**config.mk**
```make
export PLATFORM = sky130hd
export DESIGN_NAME = rvsteel_bus_arbiter
export DESIGN_NICKNAME = d
export VERILOG_FILES = /design/src/rtl/rvsteel_bus_arbiter_pkg.sv /design/src/rtl/rvsteel_bus_arbiter_watchdog.sv /design/src/rtl/rvsteel_bus_arbiter.sv
export SDC_FILE = /design/constraint.sdc
export NUM_CORES = 1
export LEC_CHECK = 0
export ABC_AREA = 1
export ABC_CLOCK_PERIOD_IN_PS = 2700
export CORE_AREA = 2 2 124 126
export CTS_BUF_LIST = sky130_fd_sc_hd__clkbuf_8
export DETAILED_ROUTE_END_ITERATION = 8
export DIE_AREA = 0 0 126 128
export GPL_TIMING_DRIVEN = 1
export MAX_ROUTING_LAYER = met4
export PLACE_DENSITY_LB_ADDON = 0.1
export SLEW_MARGIN = 5
export SYNTH_ARGS = -nofsm -noshare
export SYNTH_HDL_FRONTEND = slang
export SYNTH_HIERARCHICAL = 1
export SYNTH_SLANG_ARGS = --single-unit
```
**constraint.sdc**
```tcl
create_clock -name clock -period 2.7 [get_ports clock]
set_clock_uncertainty 0.15 [all_clocks]
set_input_delay 0.54 -clock clock [delete_from_list [all_inputs] [get_ports clock]]
set_output_delay 0.54 -clock clock [all_outputs]
set_load 0.1 [all_outputs]
```
**src/rtl/rvsteel_bus_arbiter_pkg.sv**
```systemverilog
// Shared definitions for the rvsteel two-manager bus arbiter: bus widths,
// default abort data pattern, arbiter state type and the round-robin pick.
package rvsteel_bus_arbiter_pkg;

  localparam int ADDR_WIDTH   = 32;
  localparam int DATA_WIDTH   = 32;
  localparam int STROBE_WIDTH = 4;

  localparam logic [DATA_WIDTH-1:0] DEFAULT_ERROR_DATA = 32'hdeadbeef;

  typedef enum logic [1:0] {
    IDLE   = 2'd0,
    GRANT0 = 2'd1,
    GRANT1 = 2'd2
  } arbState_e;

  // On a tie the manager that did not win last time goes next.
  function automatic logic pickManager(input logic req0, input logic req1,
                                       input logic lastGrant);
    if (req0 && req1) begin
      return ~lastGrant;
    end
    return req1;
  endfunction

endpackage

```
**src/rtl/rvsteel_bus_arbiter_watchdog.sv**
```systemverilog
// Cycle counter that flags a granted transaction which has gone
// TIMEOUT_CYCLES cycles without a subordinate response.
module rvsteel_bus_arbiter_watchdog #(
  parameter int TIMEOUT_CYCLES = 255
) (
  input  logic clock,
  input  logic reset_n,
  input  logic clear_i,
  input  logic enable_i,
  output logic expired_o
);

  localparam int W = $clog2(TIMEOUT_CYCLES);
  localparam logic [W-1:0] LAST = W'(TIMEOUT_CYCLES - 1);

  logic [W-1:0] count_q, count_d;

  always_comb begin
    count_d = count_q;
    if (clear_i) begin
      count_d = '0;
    end else if (enable_i) begin
      count_d = count_q + W'(1);
    end
  end

  always_ff @(posedge clock or negedge reset_n) begin
    if (!reset_n) begin
      count_q <= '0;
    end else begin
      count_q <= count_d;
    end
  end

  assign expired_o = enable_i && (count_q == LAST);

endmodule

```
**src/rtl/rvsteel_bus_arbiter.sv**
```systemverilog
// Two-manager round-robin arbiter for the rvsteel system bus: one transaction
// at a time, responses routed back to the owner, hung transactions aborted.
module rvsteel_bus_arbiter
  import rvsteel_bus_arbiter_pkg::*;
#(
  parameter int                    TIMEOUT_CYCLES = 255,
  parameter logic [DATA_WIDTH-1:0] ERROR_DATA     = DEFAULT_ERROR_DATA
) (
  input  logic                    clock,
  input  logic                    reset_n,
  input  logic [ADDR_WIDTH-1:0]   m0_rw_address,
  input  logic                    m0_read_request,
  input  logic                    m0_write_request,
  input  logic [DATA_WIDTH-1:0]   m0_write_data,
  input  logic [STROBE_WIDTH-1:0] m0_write_strobe,
  output logic [DATA_WIDTH-1:0]   m0_read_data,
  output logic                    m0_read_response,
  output logic                    m0_write_response,
  input  logic [ADDR_WIDTH-1:0]   m1_rw_address,
  input  logic                    m1_read_request,
  input  logic                    m1_write_request,
  input  logic [DATA_WIDTH-1:0]   m1_write_data,
  input  logic [STROBE_WIDTH-1:0] m1_write_strobe,
  output logic [DATA_WIDTH-1:0]   m1_read_data,
  output logic                    m1_read_response,
  output logic                    m1_write_response,
  output logic [ADDR_WIDTH-1:0]   s_rw_address,
  output logic                    s_read_request,
  output logic                    s_write_request,
  output logic [DATA_WIDTH-1:0]   s_write_data,
  output logic [STROBE_WIDTH-1:0] s_write_strobe,
  input  logic [DATA_WIDTH-1:0]   s_read_data,
  input  logic                    s_read_response,
  input  logic                    s_write_response,
  output logic                    bus_error
);

  arbState_e state_q, state_d;
  logic      lastGrant_q, lastGrant_d;
  logic      isWrite_q, isWrite_d;

  logic m0Req, m1Req, granted, grantIdx, finish, expired, wdClear;
  logic respRead, respWrite;
  logic [DATA_WIDTH-1:0]   respData;
  logic [ADDR_WIDTH-1:0]   selAddr;
  logic [DATA_WIDTH-1:0]   selData;
  logic [STROBE_WIDTH-1:0] selStrobe;
  logic                    selRead, selWrite;

  assign m0Req    = m0_read_request | m0_write_request;
  assign m1Req    = m1_read_request | m1_write_request;
  assign granted  = (state_q != IDLE);
  assign grantIdx = (state_q == GRANT1);

  assign selAddr   = grantIdx ? m1_rw_address    : m0_rw_address;
  assign selData   = grantIdx ? m1_write_data    : m0_write_data;
  assign selStrobe = grantIdx ? m1_write_strobe  : m0_write_strobe;
  assign selRead   = grantIdx ? m1_read_request  : m0_read_request;
  assign selWrite  = grantIdx ? m1_write_request : m0_write_request;

  assign wdClear = ~granted | finish;

  rvsteel_bus_arbiter_watchdog #(
    .TIMEOUT_CYCLES(TIMEOUT_CYCLES)
  ) u_watchdog (
    .clock    (clock),
    .reset_n  (reset_n),
    .clear_i  (wdClear),
    .enable_i (granted),
    .expired_o(expired)
  );

  always_ff @(posedge clock or negedge reset_n) begin
    if (!reset_n) begin
      state_q     <= IDLE;
      lastGrant_q <= 1'b1;
      isWrite_q   <= 1'b0;
    end else begin
      state_q     <= state_d;
      lastGrant_q <= lastGrant_d;
      isWrite_q   <= isWrite_d;
    end
  end

  // Transaction type is latched at grant so a response of the wrong kind is ignored.
  always_comb begin
    state_d         = state_q;
    lastGrant_d     = lastGrant_q;
    isWrite_d       = isWrite_q;
    s_rw_address    = '0;
    s_read_request  = 1'b0;
    s_write_request = 1'b0;
    s_write_data    = '0;
    s_write_strobe  = '0;
    respRead        = 1'b0;
    respWrite       = 1'b0;
    respData        = '0;
    bus_error       = 1'b0;
    finish          = 1'b0;
    case (state_q)
      IDLE: begin
        if (m0Req || m1Req) begin
          if (pickManager(m0Req, m1Req, lastGrant_q)) begin
            state_d   = GRANT1;
            isWrite_d = m1_write_request;
          end else begin
            state_d   = GRANT0;
            isWrite_d = m0_write_request;
          end
        end
      end
      GRANT0, GRANT1: begin
        s_rw_address    = selAddr;
        s_write_data    = selData;
        s_write_strobe  = selStrobe;
        s_read_request  = selRead & ~selWrite;
        s_write_request = selWrite;
        respData        = s_read_data;
        if (isWrite_q ? s_write_response : s_read_response) begin
          finish    = 1'b1;
          respRead  = ~isWrite_q;
          respWrite = isWrite_q;
        end else if (expired) begin
          finish          = 1'b1;
          respRead        = ~isWrite_q;
          respWrite       = isWrite_q;
          respData        = ERROR_DATA;
          s_read_request  = 1'b0;
          s_write_request = 1'b0;
          bus_error       = 1'b1;
        end
        if (finish) begin
          state_d     = IDLE;
          lastGrant_d = grantIdx;
        end
      end
      default: state_d = IDLE;
    endcase
  end

  always_comb begin
    m0_read_data      = '0;
    m0_read_response  = 1'b0;
    m0_write_response = 1'b0;
    m1_read_data      = '0;
    m1_read_response  = 1'b0;
    m1_write_response = 1'b0;
    if (granted && grantIdx) begin
      m1_read_data      = respData;
      m1_read_response  = respRead;
      m1_write_response = respWrite;
    end else if (granted) begin
      m0_read_data      = respData;
      m0_read_response  = respRead;
      m0_write_response = respWrite;
    end
  end

endmodule
```
==> results_dict.tcl, run 1 <==
set metrics [dict create \
    outcome "finished with violations" \
    violations "setup timing" \
    arrival_ns 2.10 \
    rr_worst_depth 16 \
    fillers 1309 \
    n_antenna_cell 0 \
    grt_max_degree 79 \
    clkTransAtPathRegs_ns 0.06 \
    hold-path-cell-count 2 \
    path_cells "inv_2 -> ha_4 -> inv_2 -> nand4_1 -> nor3_4 -> nand4_4 -> buf_12 -> clkbuf_16 -> a21oi_4 -> buf_12" \
    hp-start "lastGrant_q" \
    layout.cells.non_filler 959 \
    die_width_um 126 \
    hold_viol_final 0 \
    reg2reg_slack_ns 0.27 \
    initial_core_util_pct 15.7 \
    grt_pass1_vias 4413 \
    drc_errors 0 \
    ys_warn_count 6 \
    firstDrtPassIters 4 \
    overflow 0 \
    ys_seq_area_share_pct 12.9 \
    dpl_cell_area_sq_um 7990 \
    cp-startpoint "state_q[0]" \
    timing.final.ws_setup_ns -0.0943 \
    totalWireLength_um 17500 \
    cts_tree "yes" \
    die-area_sq_um 16100 \
    postSynthCellCount 459 \
    reg2reg_to "u_watchdog/count_q[6]" \
    slowest_delay_ns 0.37 \
    area_growth_pct 261 \
    synth_seq_cells 12 \
    syn-num-nets 639 \
    drt_iter0_drc 143 \
    crit_buf_inv 5 \
    dp.cells 938 \
    coreArea_sq_um 14900 \
    htreeDepth 1 \
    clock_sinks 12 \
    io-pin-count 315 \
    cap_viol_max_count 0 \
    antenna_found_initial 0 \
    die_height_um 128 \
    holdWs_ns 0.314 \
    grt_use_total_pct 20.7 \
    path_delay_family "buffers and inverters" \
    cts_buffers 3 \
    vias 4302 \
    grt_setup_unrepaired "yes" \
    end_kind "output pin" \
    setup_viol 60 \
    via_per_inst 4.49 \
    antenna_left 0 \
    syn_area_sq_um 2340 \
    detailed_place_hpwl_um 13800 \
    wl_per_cell_um 18.2 \
    grt_pass1_wl_um 25500 \
    cp-start-kind "flop" \
    tightestPinTransition_ns 0.553 \
    max_freq_mhz 358 \
    worstSetupPathType "flop to output pin" \
    ys_types 22 \
    min_path_type "flop to flop" \
    gp_congestion 0.897 \
    final.min_clock_period_ns 2.79 \
    clkLatencyLatePin_ns 0.24 \
    finalCritPeriodShare_pct 103 \
    finalNetCount 952 \
    drive_gt1_share_pct 44.6 \
    maxSlewViolCount 0 \
    r2r_start "state_q[0]" \
    fin_area_sq_um 8440 \
    slew_headroom_pct 63.0 \
    post_synth.cell_area_avg_sq_um 5.09 \
    fin_util_pct 56.8 \
    port_buffers 314 \
    num_rows 45 \
    worstPathRequired_ns 2.01 \
    min_to "lastGrant_q" \
    root_buffer "clkbuf_8" \
    cts_buffer_depth 2 \
    critPathSlowestCell "dfrtp_1" \
    crit_path_max_fanout 8 \
]
-- tightest hold or removal path, cell delays in order (launching register included) --
cell and delay (ns):
dfstp_2 0.37, nand2_1 0.05, nand2_1 0.04
-- cells in the final DEF, fill, tap and decap left out --
| cell | synthesis | layout |
|---|---|---|
| dfrtp_1 | 11 | 11 |
| nor2_2 | 0 | 70 |
| inv_2 | 1 | 4 |
| nor3_4 | 0 | 2 |
| clkinv_2 | 0 | 1 |
| nor2_1 | 172 | 83 |
| inv_1 | 15 | 9 |
| buf_12 | 0 | 148 |
| nand3_4 | 0 | 8 |
| ha_4 | 0 | 2 |
| dfstp_2 | 1 | 1 |
| a21oi_1 | 44 | 5 |
| buf_4 | 7 | 17 |
| clkbuf_16 | 0 | 3 |
| nor2_4 | 1 | 20 |
| buf_16 | 0 | 3 |
| nand4_1 | 3 | 3 |
| a21oi_4 | 0 | 48 |
| buf_6 | 2 | 1 |
| inv_8 | 0 | 1 |
| nand3_2 | 0 | 4 |
| or2_2 | 1 | 1 |
| nand2_2 | 1 | 3 |
| nand4_4 | 0 | 1 |
| clkinvlp_4 | 0 | 1 |
| ha_1 | 4 | 2 |
| o21ai_0 | 75 | 75 |
| clkdlybuf4s50_1 | 0 | 175 |
| clkbuf_8 | 0 | 4 |
| nand3_1 | 19 | 7 |
| nor3_2 | 1 | 1 |
| nand2_1 | 59 | 57 |
-- flip-flops by register name, indices dropped and copies added (netlist names) --
signal / count
state_q: 2
u_watchdog/count_q: 8
isWrite_q: 1
lastGrant_q: 1
-- worst max path at each step --
stage | to | depth (start not counted)
after floorplan | m1_read_data[18] | 9
after global placement | m1_read_data[24] | 7
after detailed placement | m1_read_data[24] | 7
after CTS | m0_read_data[23] | 10
after global routing | m1_read_data[28] | 10
final | m1_read_data[28] | 10
-- layout make-up --
class / count / area [sq um] / share of cell area, %
repair buffers: 347 / 5010 / 59.4
multi-input cells: 392 / 2770 / 32.8
flip-flops and latches: 12 / 302 / 3.57
well taps: 188 / 235 / 2.79
inverters: 16 / 72.6 / 0.860
clock buffers: 4 / 55.1 / 0.652
-- cells by family (layout without fill, tap and decap cells) --
logic type,count (synthesis),in the layout,synth area share (%)
buf+inv,55,367,11.7
compound gates,128,128,28.9
flops,12,12,12.9
fa+ha+maj,4,4,2.14
simple gates,260,260,44.4
-- timing repair --
action | 4_1_cts | 5_1_grt
setup endpoints to repair | 70 | 103
setup buffers | 10 | 3
hold buffers | 0 | 0
cloned | 2 | 4
resized for setup | 17 | 23
pin swaps | 1 | 15
-- synth_stat cells --
library cell	instances	share of area, %
a21oi_1	44	9.4
a21oi_2	9	3.4
buf_2	20	4.3
buf_4	7	2.2
buf_6	2	0.96
clkbuf_1	10	1.6
dfrtp_1	11	12
dfstp_2	1	1.1
ha_1	4	2.1
inv_1	15	2.4
inv_2	1	0.16
nand2_1	59	9.5
nand2_2	1	0.27
nand3_1	19	4.1
nand4_1	3	0.80
nand4_2	1	0.54
nor2_1	172	28
nor2_4	1	0.48
nor3_1	2	0.43
nor3_2	1	0.43
o21ai_0	75	16
or2_2	1	0.27
-- layer usage --
metal / wire (um) / track usage, % / vias to the layer above
met5: 0 / - / -
met4: 357 / 4.07 / 0
met3: 1220 / 4.42 / 18
met2: 9560 / 39.5 / 198
met1: 6360 / 22.1 / 1966
li1: - / - / 2120
-- per-stage QoR --
stage / TNS, ns / worst slack [ns]
final: -3.03 / -0.0943
after floorplan: -2.95 / -0.188
after global placement: -0.144 / -0.0864
after detailed placement: -0.215 / -0.0909
after CTS: -1.83 / -0.0793
after global routing: -10.43 / -0.200
Power of run 1 is not shown: default switching activity piles up to over one toggle a cycle in this logic, so the estimate is an artifact.
==> inputs of run 2 (changes only) <==
Settings changed: CORE_AREA 2 2 124 126 to 3 3 121 123, DIE_AREA 0 0 126 128 to 0 0 124 126.
==> run 2 against run 1 <==
The run still ends with setup timing left. Flip-flop and latch count stayed put. Global-route usage is 1.1 points higher. Clock-buffer cell count unchanged. Non-clock buffer count up 1. Sequential share of layout area barely moved. Die area decreased by 3.1%. Final area grew 0.13%. Final cell count fell by 0.42%. First-iteration DRC count increased by 36%. Register-to-register slack gained 0.09 ns. Wire length up 4.8%. Setup slack got worse by 0.023 ns.
==> results_dict.tcl, run 2 (same netlist as run 1, synthesis figures left out) <==
set metrics [dict create \
    outcome "finished with violations" \
    violations "setup timing" \
    final.min_clock_period_ns 2.82 \
    cp-start-kind "flop" \
    final_cell_mix "clkdlybuf4s50_1 (175), buf_12 (148), nor2_1 (83), o21ai_0 (74), nor2_2 (70)" \
    cts_buffer_depth 2 \
    dr.max_layer_used "met4" \
    hold_viol_final 0 \
    clkTransAtPathRegs_ns 0.05 \
    worstSetupPathType "flop to output pin" \
    clock_sinks 12 \
    route.met3.wl_um 1760 \
    drt_iter0_drc 194 \
    root_buffer "clkbuf_8" \
    timing.final.ws_setup_ns -0.117 \
    die-area_sq_um 15600 \
    tightestPinTransition_ns 0.535 \
    final_common_cell "clkdlybuf4s50_1" \
    overflow 0 \
    clkLatencyLatePin_ns 0.24 \
    fillers 1156 \
    fin_area_sq_um 8450 \
    cts_buffers 3 \
    max_freq_mhz 355 \
    regMostFlops "u_watchdog/count_q" \
    grt_max_degree 84 \
    end_kind "output pin" \
    min_path_type "flop to flop" \
    die_width_um 124 \
    initial_core_util_pct 17.0 \
    totalWireLength_um 18300 \
    finalCritPeriodShare_pct 104 \
    pre_cts_ws_ns -0.0401 \
    dpl_cell_area_sq_um 7970 \
    io-pin-count 315 \
    firstDrtPassIters 4 \
    wl_per_cell_um 19.2 \
    setup_viol 69 \
    met1_length_um 6130 \
    maxSlewViolCount 0 \
    route.met2.wl_um 9810 \
    area_growth_pct 262 \
    num_rows 43 \
    grt_setup_unrepaired "yes" \
    coreArea_sq_um 13800 \
    arrival_ns 2.13 \
    grt_pass1_wl_um 25700 \
    via_per_inst 4.66 \
    port_buffers 314 \
    antenna_left 0 \
    largest_reg_flops 8 \
    grt_use_total_pct 21.9 \
    cap_viol_max_count 0 \
    slew_headroom_pct 64.2 \
    detailed_place_hpwl_um 14700 \
    grt_pass1_vias 4411 \
    worstPathRequired_ns 2.01 \
    die_height_um 126 \
    drive_gt1_share_pct 44.8 \
    crit_path_max_fanout 8 \
    cts_tree "yes" \
    reg.largest.list "u_watchdog/count_q: 8 flops, state_q: 2 flops" \
    htreeDepth 1 \
    drc_errors 0 \
    antenna_found_initial 3 \
    finalNetCount 953 \
    gp_congestion 0.898 \
    vias 4451 \
]
[run 2: cell types whose count changed in the layout (fill, tap and decap cells not counted), sizes merged]
cell | before | now
diode | 0 | 3
clkbuf | 7 | 8
clkinv | 1 | 2
inv | 14 | 13
[run 2: cell type report]
class	count	area (sq um)	share of cell area [%]
antenna	3	7.51	0.0888
clock buffer	4	55.1	0.651
inverter	16	80.1	0.947
multi-input combinational	392	2760	32.6
sequential	12	302	3.57
tap	180	225	2.66
timing repair buffer	348	5030	59.5
[run 2: worst paths after layout]
kind / startpoint / to / slack [ns] / cells after the start
setup / recovery: state_q[1] / m0_read_data[2] / -0.12 / 10
setup reg to reg: state_q[1] / u_watchdog/count_q[6] / 0.36 / 15
hold reg to reg: lastGrant_q / lastGrant_q / 0.31 / 2
max in group asynchronous: reset_n / lastGrant_q / 1.53 / 1
min in group asynchronous: reset_n / u_watchdog/count_q[2] / 0.51 / 1
hold / removal: lastGrant_q / lastGrant_q / 0.31 / 2
[run 2: critical path, cell delays in order, from the launching register on]
cell and delay [ns]:
dfrtp_1 0.37, inv_2 0.06, ha_4 0.16, inv_2 0.05, nand4_1 0.14, nor3_4 0.29, nand4_4 0.12, buf_12 0.18
buf_12 0.15, a21oi_4 0.17, buf_12 0.19
[run 2: what timing repair did]
item / CTS / global route
pin swaps: 2 / 14
setup buffers: 6 / 9
hold buffers: 0 / 0
setup endpoints to repair: 71 / 93
resized for setup: 22 / 28
gates cloned: 0 / 5
[run 2: through the flow]
stage | util (%) | TNS (ns) | hold slack [ns] | cells
after floorplan | - | -2.95 | 0.0944 | 459
after global placement | 57.8 | -0.0111 | 0.303 | 930
after detailed placement | 57.8 | -0.102 | 0.305 | 930
after CTS | 59.2 | -2.88 | 0.314 | 940
after global routing | 61.4 | -11.45 | 0.334 | 955
final | 61.4 | -5.34 | 0.313 | 955
[run 2: metal layers]
| layer | GRT usage (%) | vias to the layer above |
|---|---|---|
| met4 | 7.93 | 0 |
| met5 | - | - |
| li1 | - | 2132 |
| met1 | 21.9 | 2088 |
| met3 | 6.24 | 30 |
| met2 | 39.8 | 201 |
Power of run 2 is left out for the same reason.
==> inputs of run 3 (changes only) <==
Settings changed: CORE_AREA 3 3 121 123 to 2 2 124 126, DIE_AREA 0 0 124 126 to 0 0 126 128, GPL_TIMING_DRIVEN 1 to 0, PLACE_DENSITY set to 0.68, PLACE_DENSITY_LB_ADDON 0.1 to unset.
==> run 3 against run 2 <==
The flow still finishes with violations (setup timing). Wire length down 9.8%. Clock-buffer cell count unchanged. Final area down 7.1%. Maximum frequency decreased by 0.35%. Via count is 1.9% lower. Register-to-register slack got worse by 0.16 ns. Setup slack got worse by 0.0099 ns. Flip-flop and latch count did not move. Hold slack improved by 0.014 ns. Utilization fell by 8.5 points. Final cell count is 3.5% higher. First-iteration DRC count down 4.1%. Critical endpoint is now m1_read_data[1].
==> results_dict.tcl, run 3 (same netlist as run 1, synthesis figures left out) <==
set metrics [dict create \
    outcome "finished with violations" \
    violations "setup timing" \
    port_buffers 314 \
    largest_reg_flops 8 \
    rr_worst_depth 18 \
    htreeDepth 1 \
    antenna_found_initial 0 \
    totalWireLength_um 16500 \
    worstPathRequired_ns 2.01 \
    num_rows 45 \
    area_growth_pct 236 \
    firstDrtPassIters 4 \
    cts_buffer_depth 2 \
    setup_viol 68 \
    hold_viol_final 0 \
    coreArea_sq_um 14900 \
    cap_viol_max_count 0 \
    final_cell_mix "clkdlybuf4s50_1 (175), nor2_1 (82), o21ai_0 (75), nor2_2 (71), buf_12 (68)" \
    gp_congestion 0.847 \
    regMostFlops "u_watchdog/count_q" \
    n_antenna_cell 0 \
    grt_max_degree 13 \
    initial_core_util_pct 15.7 \
    die_width_um 126 \
    clock_sinks 12 \
    maxSlewViolCount 0 \
    multi_input_area_sq_um 2780 \
    final.min_clock_period_ns 2.83 \
    arrival_ns 2.14 \
    overflow 0 \
    die_height_um 128 \
    timing.final.ws_setup_ns -0.127 \
    tightestPinTransition_ns 0.558 \
    drt_iter0_drc 186 \
    max_freq_mhz 354 \
    cts_buffers 3 \
    via_per_inst 4.42 \
    slew_headroom_pct 62.7 \
    grt_pass1_wl_um 24900 \
    met1_length_um 6710 \
    wl_per_cell_um 16.7 \
    grt_use_total_pct 19.6 \
    holdWs_ns 0.327 \
    clkLatencyLatePin_ns 0.24 \
    cts_tree "yes" \
    die-area_sq_um 16100 \
    regArea_sq_um 302 \
    reg.largest.list "u_watchdog/count_q: 8 flops, state_q: 2 flops" \
    cp-start-kind "input pin" \
    finalNetCount 981 \
    finalCritPeriodShare_pct 105 \
    dr.max_layer_used "met4" \
    drc_errors 0 \
    hold-path-cell-count 2 \
    min_path_type "flop to flop" \
    clkTransAtPathRegs_ns 0.05 \
    fillers 1357 \
    io-pin-count 315 \
    detailed_place_hpwl_um 12600 \
    fin_util_pct 52.8 \
    vias 4367 \
    route.met2.wl_um 8670 \
    end_kind "output pin" \
    route.met3.wl_um 838 \
    worstSetupPathType "input pin to output pin" \
    crit_path_max_fanout 5 \
    final_common_cell "clkdlybuf4s50_1" \
    grt_setup_unrepaired "yes" \
    antenna_left 0 \
    drive_gt1_share_pct 46.8 \
    grt_pass1_vias 4345 \
    root_buffer "clkbuf_8" \
]
[run 3: final cells by class]
cell class,instances,share of cell area (%)
Multi-Input combinational cell,392,35.4
Tap cell,188,3.00
Sequential cell,12,3.84
Clock buffer,4,0.701
Timing Repair Buffer,339,51.5
Buffer,37,4.60
Inverter,16,0.940
[run 3: layer usage]
layer	global-route usage, %	up-vias
li1	-	2186
met1	23.6	1990
met2	35.5	169
met3	2.67	22
met4	3.36	0
met5	-	-
[run 3: critical path: stages]
cell and delay (ns):
clkdlybuf4s50_1 0.41, nand2_1 0.25, nand4_4 0.22, buf_4 0.20, buf_12 0.14, a21oi_4 0.18
buf_12 0.19
[run 3: worst paths after layout]
path / startpoint / to / slack [ns]
setup / recovery: s_write_response / m1_read_data[1] / -0.13
hold / removal: lastGrant_q / lastGrant_q / 0.33
setup reg to reg: state_q[1] / u_watchdog/count_q[5] / 0.20
hold reg to reg: lastGrant_q / lastGrant_q / 0.33
max in group asynchronous: reset_n / lastGrant_q / 1.52
min in group asynchronous: reset_n / u_watchdog/count_q[6] / 0.51
[run 3: what timing repair did]
item / CTS / global route
gates resized for setup: 1071 / 94
pin swaps: 15 / 16
hold buffers: 0 / 0
cloned: 2 / 2
endpoints found under the setup margin: 139 / 138
buffers inserted: 13 / 8
endpoints found under the hold margin: 0 / 0
[run 3: per-stage QoR]
stage / worst slack, ns / cell area (sq um) / TNS, ns / cells
global route: -0.245 / 7850 / -13.50 / 988
floorplan: -0.188 / 3230 / -2.95 / 459
finish: -0.127 / 7850 / -4.36 / 988
global placement: -1.10 / 6610 / -119.62 / 961
CTS: -0.199 / 7420 / -9.24 / 978
detailed placement: -1.14 / 6610 / -123.57 / 961
Power of run 3 is left out for the same reason.
